[src/rtl/mem_stage.sv]
// RV32I memory-access stage: byte-serial little-endian loads/stores over an
// 8-bit RAM port, upstream stall, and a registered write-back tuple.
module mem_stage (
  input  logic        clk,
  input  logic        rst,
  input  logic        valid_i,
  input  logic [4:0]  e_i,
  input  logic [31:0] res_i,
  input  logic [31:0] n_i,
  input  logic [4:0]  wa_i,
  input  logic        we_i,
  output logic        stall_o,
  output logic        wb_valid_o,
  output logic [4:0]  wa_o,
  output logic        we_o,
  output logic [31:0] wn_o,
  output logic [31:0] mem_a,
  output logic [7:0]  mem_dout,
  output logic        mem_wr,
  input  logic [7:0]  mem_din
);

  typedef enum logic [1:0] {IDLE, RD, RDW, WR} state_t;

  state_t      state;
  logic [1:0]  k;
  logic [1:0]  last_k;
  logic [1:0]  len_q;
  logic        uns_q;
  logic [4:0]  wa_q;
  logic        we_q;
  logic [31:0] store_q;
  logic [31:0] asm_q;

  function automatic logic [31:0] place(input logic [31:0] word, input logic [1:0] lane,
                                        input logic [7:0] b);
    logic [31:0] r;
    r = word;
    r[{lane, 3'b000} +: 8] = b;
    return r;
  endfunction

  function automatic logic [31:0] extend(input logic [31:0] raw, input logic [1:0] len,
                                         input logic uns);
    case (len)
      2'd0:    return uns ? {24'b0, raw[7:0]}  : {{24{raw[7]}}, raw[7:0]};
      2'd1:    return uns ? {16'b0, raw[15:0]} : {{16{raw[15]}}, raw[15:0]};
      default: return raw;
    endcase
  endfunction

  // Accept-cycle stall must be seen by EX before the edge, so it cannot be registered.
  assign stall_o = !rst && ((state != IDLE) || (valid_i && e_i[4]));

  // NOTE: sequential state uses non-blocking assignments so every flop samples
  // pre-edge values regardless of statement order inside the block.
  always_ff @(posedge clk or posedge rst) begin
    if (rst) begin
      state      <= IDLE;
      k          <= 2'd0;
      last_k     <= 2'd0;
      len_q      <= 2'd0;
      uns_q      <= 1'b0;
      wa_q       <= 5'd0;
      we_q       <= 1'b0;
      store_q    <= 32'd0;
      asm_q      <= 32'd0;
      wb_valid_o <= 1'b0;
      wa_o       <= 5'd0;
      we_o       <= 1'b0;
      wn_o       <= 32'd0;
      mem_a      <= 32'd0;
      mem_dout   <= 8'd0;
      mem_wr     <= 1'b0;
    end else begin
      wb_valid_o <= 1'b0;
      case (state)
        IDLE: begin
          if (valid_i) begin
            wa_q   <= wa_i;
            we_q   <= we_i;
            len_q  <= e_i[3:2];
            uns_q  <= e_i[0];
            k      <= 2'd0;
            last_k <= (e_i[3:2] == 2'd0) ? 2'd0 : (e_i[3:2] == 2'd1) ? 2'd1 : 2'd3;
            if (!e_i[4]) begin
              wb_valid_o <= 1'b1;
              wa_o       <= wa_i;
              we_o       <= we_i;
              wn_o       <= res_i;
            end else if (!e_i[1]) begin
              state <= RD;
              mem_a <= res_i;
              asm_q <= 32'd0;
            end else begin
              state    <= WR;
              mem_a    <= res_i;
              mem_dout <= n_i[7:0];
              mem_wr   <= 1'b1;
              store_q  <= {8'd0, n_i[31:8]};
            end
          end
        end
        RD: begin
          // mem_din carries the byte addressed in the previous cycle (lane k-1).
          if (k != 2'd0) asm_q <= place(asm_q, k - 2'd1, mem_din);
          if (k == last_k) begin
            state <= RDW;
            mem_a <= 32'd0;
          end else begin
            k     <= k + 2'd1;
            mem_a <= mem_a + 32'd1;
          end
        end
        RDW: begin
          state      <= IDLE;
          wb_valid_o <= 1'b1;
          wa_o       <= wa_q;
          we_o       <= we_q;
          wn_o       <= extend(place(asm_q, k, mem_din), len_q, uns_q);
        end
        WR: begin
          if (k == last_k) begin
            state      <= IDLE;
            mem_a      <= 32'd0;
            mem_dout   <= 8'd0;
            mem_wr     <= 1'b0;
            wb_valid_o <= 1'b1;
            wa_o       <= wa_q;
            we_o       <= 1'b0;
          end else begin
            k        <= k + 2'd1;
            mem_a    <= mem_a + 32'd1;
            mem_dout <= store_q[7:0];
            store_q  <= {8'd0, store_q[31:8]};
          end
        end
        default: state <= IDLE;
      endcase
    end
  end

endmodule

[config.mk]
export PLATFORM = sky130hd
export DESIGN_NAME = mem_stage
export DESIGN_NICKNAME = d
export VERILOG_FILES = /design/src/rtl/mem_stage.sv
export SDC_FILE = /design/constraint.sdc
export NUM_CORES = 1
export LEC_CHECK = 0
export BUFFER_PORTS_ARGS = -buffer_cell sky130_fd_sc_hd__buf_4
export CAP_MARGIN = 20
export CORE_MARGIN = 8
export CORE_UTILIZATION = 50
export DETAILED_ROUTE_END_ITERATION = 8
export HOLD_SLACK_MARGIN = 0.06
export PLACE_DENSITY_LB_ADDON = 0.08
export SYNTH_ARGS = -nofsm -noshare
export SYNTH_HDL_FRONTEND = slang
export SYNTH_SLANG_ARGS = --single-unit
[constraint.sdc]
create_clock -name clk -period 4.6 [get_ports clk]
set_input_delay 0.46 -clock clk [delete_from_list [all_inputs] [get_ports clk]]
set_output_delay 0.46 -clock clk [all_outputs]
set_load 0.005 [all_outputs]
======== Yosys cells after proc, flatten, opt, wreduce, memory -nomap -nowiden ========
Cells that the tools add are included.
operators by class
  eq/ne operators ......................... 16
  reductions and logical operators ........ 25
  add/subtract/negate cells ............... 5
  shifts and indexed selects .............. 4
  muxes and demuxes ....................... 54
operators with widths
  kind                                                  number
  2-to-1 mux 32 bit                                     15
  one-hot mux 32 bit (2 select lines)                   5
  bitwise mux 32 bit                                    2
  variable shift 8 x 7 -> 32 bit, first input constant  2
  indexed part select 8 x 7 -> 32 bit                   2
  adder 32 x 1 -> 32 bit, second input constant         1
  2-to-1 mux 8 bit                                      4
  inequality test 2 bit, second input constant          10
  2-to-1 mux 2 bit                                      9
  one-hot mux 8 bit (2 select lines)                    1
  2-to-1 mux 5 bit                                      3
  one-hot mux 5 bit (3 select lines)                    1
  AND reduction 5 bit                                   3
  negator 5 -> 7 bit                                    2
  AND reduction 4 bit                                   3
  nonzero test 2 bit                                    6
  2-to-1 mux 1 bit                                      9
  AND reduction 3 bit                                   3
  one-hot mux 2 bit (4 select lines)                    1
  == test 2 x 1 -> 1 bit, second input constant         3
  logical NOT 2 bit                                     3
  one-hot mux 1 bit (3 select lines)                    2
  == test 2 bit, second input constant                  2
  one-hot mux 2 bit (2 select lines)                    1
  10 further kinds                                      11
word-level totals
  word-level logic and storage cells ...... 120
  flip-flop bits (word level) ............. 159
  input port bits ......................... 86
  output and inout port bits .............. 81

======== Logic depth before layout (Yosys ltp) ========
  depth after elaboration ................. 6
  depth in mapped cells ................... 10
  mapped depth without buffers ............ 7

======== Least setup slack after synthesis ========
Ideal clock, no wire load.
  path kind ............................... register to register
  from .................................... register k[0]
  to ...................................... register asm_q[14]
  required time ........................... 4.472 ns
  slack ................................... 2.376 ns
  clock period less this slack ............ 2.224 ns
  arrival time ............................ 2.096 ns
  buffers on the path ..................... 3
  library setup time ...................... 0.128 ns
  stages on the path, launching flop included .. 10
  cells stage by stage .................... dfrtp_1 buf_4 inv_2 ha_1 buf_2 nand2b_1 a21oi_2 o21a_1 buf_2 mux2_1
between the ends
  longest elaborated chain between the ends .. 6
  elaborated cells on any way between the ends .. 10
  classes of those cells .................. 2 x add/sub; 1 x eq/ne; 2 x shift; 3 x mux; 2 x reduce/logical
ends and longest elaborated chain
  item                                                                                          line  source
  start: declaration                                                                            26    logic [1:0] k;
  start signal: assignment                                                                      111   k <= k + 2'd1;
  start signal: assignment                                                                      132   k <= k + 2'd1;
  subtractor 2 x 1 -> 2 bit                                                                     106   if (k != 2'd0) asm_q <= place(asm_q, k - 2'd1, mem_din);
  negator 5 -> 7 bit                                                                            39    r[{lane, 3'b000} +: 8] = b;
  indexed part select 8 x 7 -> 32 bit / variable shift 8 x 7 -> 32 bit (equally long branches)  39
  bitwise mux 32 bit                                                                            39
  2-to-1 mux 32 bit                                                                             106
  one-hot mux 32 bit (2 select lines)                                                           77    case (state)
  end signal: assignment                                                                        106
  end: declaration                                                                              33    logic [31:0] asm_q;
Parallel ways exist; a longest one is shown, timed or not. The select of a mux whose other input is x is not followed.
A chain may end at the register's enable or synchronous reset.

======== Worst setup path in the final report ========
  from .................................... register k[0]
  to ...................................... register wn_o[31]
between the ends
  longest elaborated chain between the ends .. 6
  elaborated cells on any way between the ends .. 8
  classes of those cells .................. 1 x add/sub; 2 x shift; 5 x mux
ends and longest elaborated chain
  item                                                                                          line    source
  negator 5 -> 7 bit *                                                                          39
  indexed part select 8 x 7 -> 32 bit / variable shift 8 x 7 -> 32 bit (equally long branches)  39
  bitwise mux 32 bit *                                                                          39
  2-to-1 mux 32 bit (on tied branches)                                                          47, 46
  one-hot mux 32 bit (2 select lines) *                                                         45      case (len)
  one-hot mux 32 bit (2 select lines) *                                                         77
  end signal: assignment                                                                        90      wn_o <= res_i;
  end signal: assignment                                                                        120     wn_o <= extend(place(asm_q, k, mem_din), len_q, uns_q);
  end: declaration                                                                              16      output logic [31:0] wn_o,
Mark *: on every way between the ends. The rest lies on a longest branch, timed or not.

==> flow_summary.json <==
{
  "status": "complete, no violations",
  "die_w_um": 142,
  "syn_inst": 885,
  "layout_commonest_cell": "nand2_1",
  "via_per_inst": 5.78,
  "critical_path_arrival_ns": 3.35,
  "fin_tns_setup_ns": 0,
  "start_kind": "register",
  "maxSlewHeadroom": 0.338,
  "syn_avg_cell_area_um2": 9.03,
  "grt_pass1_vias": 6794,
  "root_buffer": "clkbuf_16",
  "dpl_worst_slack_ns": 1.56,
  "cp_max_fo": 21,
  "yosys-top-cells-area": "dfrtp_1 (47%), nand2_1 (10%), o21ai_0 (3.6%), mux2i_1 (2.8%), a22o_1 (2.1%)",
  "required_ns": 4.87,
  "p_sw_w": 0.00243,
  "p_int_w": 0.00390,
  "cts.path.max_buffers": 2,
  "grt_overflow": 0,
  "mostFrequentLayoutCells": "nand2_1 (212), buf_4 (178), dfrtp_1 (151)",
  "ys_types": 72,
  "maxCapViolCount": 0,
  "core_area_um2": 15800,
  "p_comb_frac": 0.393,
  "setup_viol": 0,
  "yosysTopAreaCell": "dfrtp_1",
  "wire_per_inst_um": 19.6,
  "grt_pass1_wl_um": 38300,
  "synth.top_cell.area_share": 0.473,
  "post_dp_cell_area_um2": 9310,
  "antenna_cells": 0,
  "ys.flop_type": "dfrtp_1",
  "p_total_w": 0.00633,
  "hp-class": "input pin to asynchronous set/reset pin",
  "cts_setup_buffers": 0,
  "numPortBuffers": 166,
  "max_freq_mhz": 325,
  "postCtsHoldBufs": 0,
  "ios": 167,
  "wl_um": 24400,
  "remaining_drc_errors": 0,
  "synth-seq-cells": 151,
  "tightest_slew_ns": 0.993,
  "final.fill_count": 1439,
  "dp_hpwl_um": 17500,
  "post-route-min-period_ns": 3.08,
  "finalHoldViolCount": 0,
  "crit_end": "wn_o[31]$_DFFE_PP0P_",
  "leakage_nw": 4.71,
  "ant_nets": 0,
  "pwr-share-seq": 0.373,
  "yosysSeqAreaShare": 0.473,
  "clk_pin_slew_ns": 0.06,
  "path_class": "register to register",
  "r2r_end": "wn_o[31]$_DFFE_PP0P_",
  "row_count": 46,
  "synth-edff-count": 0,
  "rsz0062_at_grt": "false",
  "synth_area_um2": 7990,
  "final_layout_size_suffix_gt1_frac": 0.231,
  "fin_crit_sh": 0.670,
  "cts_tree": "done",
  "grt_antenna_before_repair": 0,
  "drv_slew": 0,
  "die_area_um2": 20300,
  "cts-resized-gates": 0,
  "gp_congestion": 0.877,
  "yosysWarnings": 0,
  "finClkSkew_ns": 0.00534,
  "layout.nets": 1111,
  "drt-initial-drc-count": 645,
  "finalWorstSetupSlack_ns": 1.52,
  "crit_path_start": "k[0]$_DFFE_PP0P_",
  "syn_to_final_growth_pct": 24.4,
  "htreeDepth": 4,
  "track_usage": 0.242,
  "chipHeight_um": 142,
  "cts_made_buffers": 17,
  "r2r_start": "k[0]$_DFFE_PP0P_",
  "clkPwrFrac": 0.234,
  "critical_path.endpoint_type": "register",
  "synth_nets": 980,
  "num_vias": 7192,
  "grt_max_degree": 77,
  "ir_worst_vdd_uv": 340,
  "async_flop_share": 1.00,
  "first_pass_iters": 7,
  "reg2reg_depth": 7,
  "switching_share": 0.385,
  "r2r_slack_ns": 1.52,
  "final_area_um2": 9940,
  "clk_latency_ns": 0.42,
  "post-route-util": 0.630,
  "initial_core_util": 0.507,
  "cts_sinks": 151,
  "power_density_nw_per_um2": 637
}
==> worst min-delay path by stage <==
stage / to / startpoint / depth (start not counted) / slack, ns
finish: store_q[23]$_DFFE_PP0P_ / rst / 2 / 0.16
CTS: store_q[16]$_DFFE_PP0P_ / rst / 2 / 0.19
global placement: store_q[16]$_DFFE_PP0P_ / store_q[16]$_DFFE_PP0P_ / 2 / 0.45
floorplan: store_q[16]$_DFFE_PP0P_ / store_q[16]$_DFFE_PP0P_ / 2 / 0.44
global route: store_q[16]$_DFFE_PP0P_ / rst / 2 / 0.23
detailed placement: store_q[16]$_DFFE_PP0P_ / store_q[16]$_DFFE_PP0P_ / 2 / 0.46
==> stage by stage <==
step / hold WS (ns) / cells
floorplan: 0.438 / 885
CTS: 0.191 / 1244
finish: 0.160 / 1244
global placement: 0.452 / 1213
global route: 0.226 / 1244
detailed placement: 0.455 / 1213
==> routing by layer <==
layer	up-vias	GRT usage	wire length, um
met5	-	0	0
met4	0	0.0889	549
met3	53	0.0510	1600
met2	254	0.371	11500
met1	3475	0.330	10700
li1	3410	-	-
==> Yosys cell counts (all sizes together), types with 3 or more instances <==
cell / instances
nand4: 15
nor3: 3
ha: 9
dfrtp: 151
o22ai: 9
a311oi: 7
a211oi: 3
nand2: 212
inv: 24
a41oi: 3
o311ai: 8
xor2: 6
a211o: 6
a31o: 6
nor2b: 26
clkbuf: 27
a22o: 19
mux2i: 22
a31oi: 17
and4: 3
buf: 39
nand3: 25
o21ai: 88
a32oi: 17
and3: 7
a21oi: 31
nand2b: 8
nor2: 35
a22oi: 18
and2: 6
nor4: 3
==> cell type report <==
type | instances | area, um^2 | area share
Inverter | 25 | 98.8 | 0.00995
Sequential cell | 151 | 3780 | 0.380
Clock inverter | 9 | 148 | 0.0149
Timing Repair Buffer | 178 | 1340 | 0.134
Tap cell | 216 | 270 | 0.0272
Multi-Input combinational cell | 643 | 3830 | 0.385
Clock buffer | 22 | 474 | 0.0477
==> worst max-delay path, stage by stage (launching register included) <==
cell,delay [ns]
dfrtp_1,0.59
inv_2,0.26
ha_1,0.65
and4b_1,0.36
a21oi_2,0.18
nand2_1,0.08
a21oi_2,0.63
a221oi_1,0.16
==> cell families after synthesis <==
| kind of cell | Yosys count | synth area share |
|---|---|---|
| adders and majority gates | 9 | 0.0141 |
| xor gates and xnor gates | 8 | 0.0121 |
| DFF | 151 | 0.473 |
| AOI/OAI and AO/OA | 247 | 0.207 |
| buffers and inverters | 91 | 0.0503 |
| and+or+nand+nor | 355 | 0.214 |
| muxes | 24 | 0.0304 |
==> power by group through the flow <==
| stage | combinational (W) | sequential (W) | clock (W) |
|---|---|---|---|
| floorplan | 0.00156 | 0.00223 | 0 |
| global route | 0.00275 | 0.00243 | 0.00156 |
| global placement | 0.00243 | 0.00236 | 0 |
| detailed placement | 0.00248 | 0.00237 | 0 |
| finish | 0.00248 | 0.00236 | 0.00148 |
| CTS | 0.00250 | 0.00235 | 0.00151 |
==> flip-flops by register name, summed over array words and instances (netlist names), 5 cells and up <==
name      cells
wa_q          5
wa_o          5
mem_a        32
asm_q        32
wn_o         32
store_q      24
mem_dout      8
Note: power is estimated with default switching activity, not from simulation.
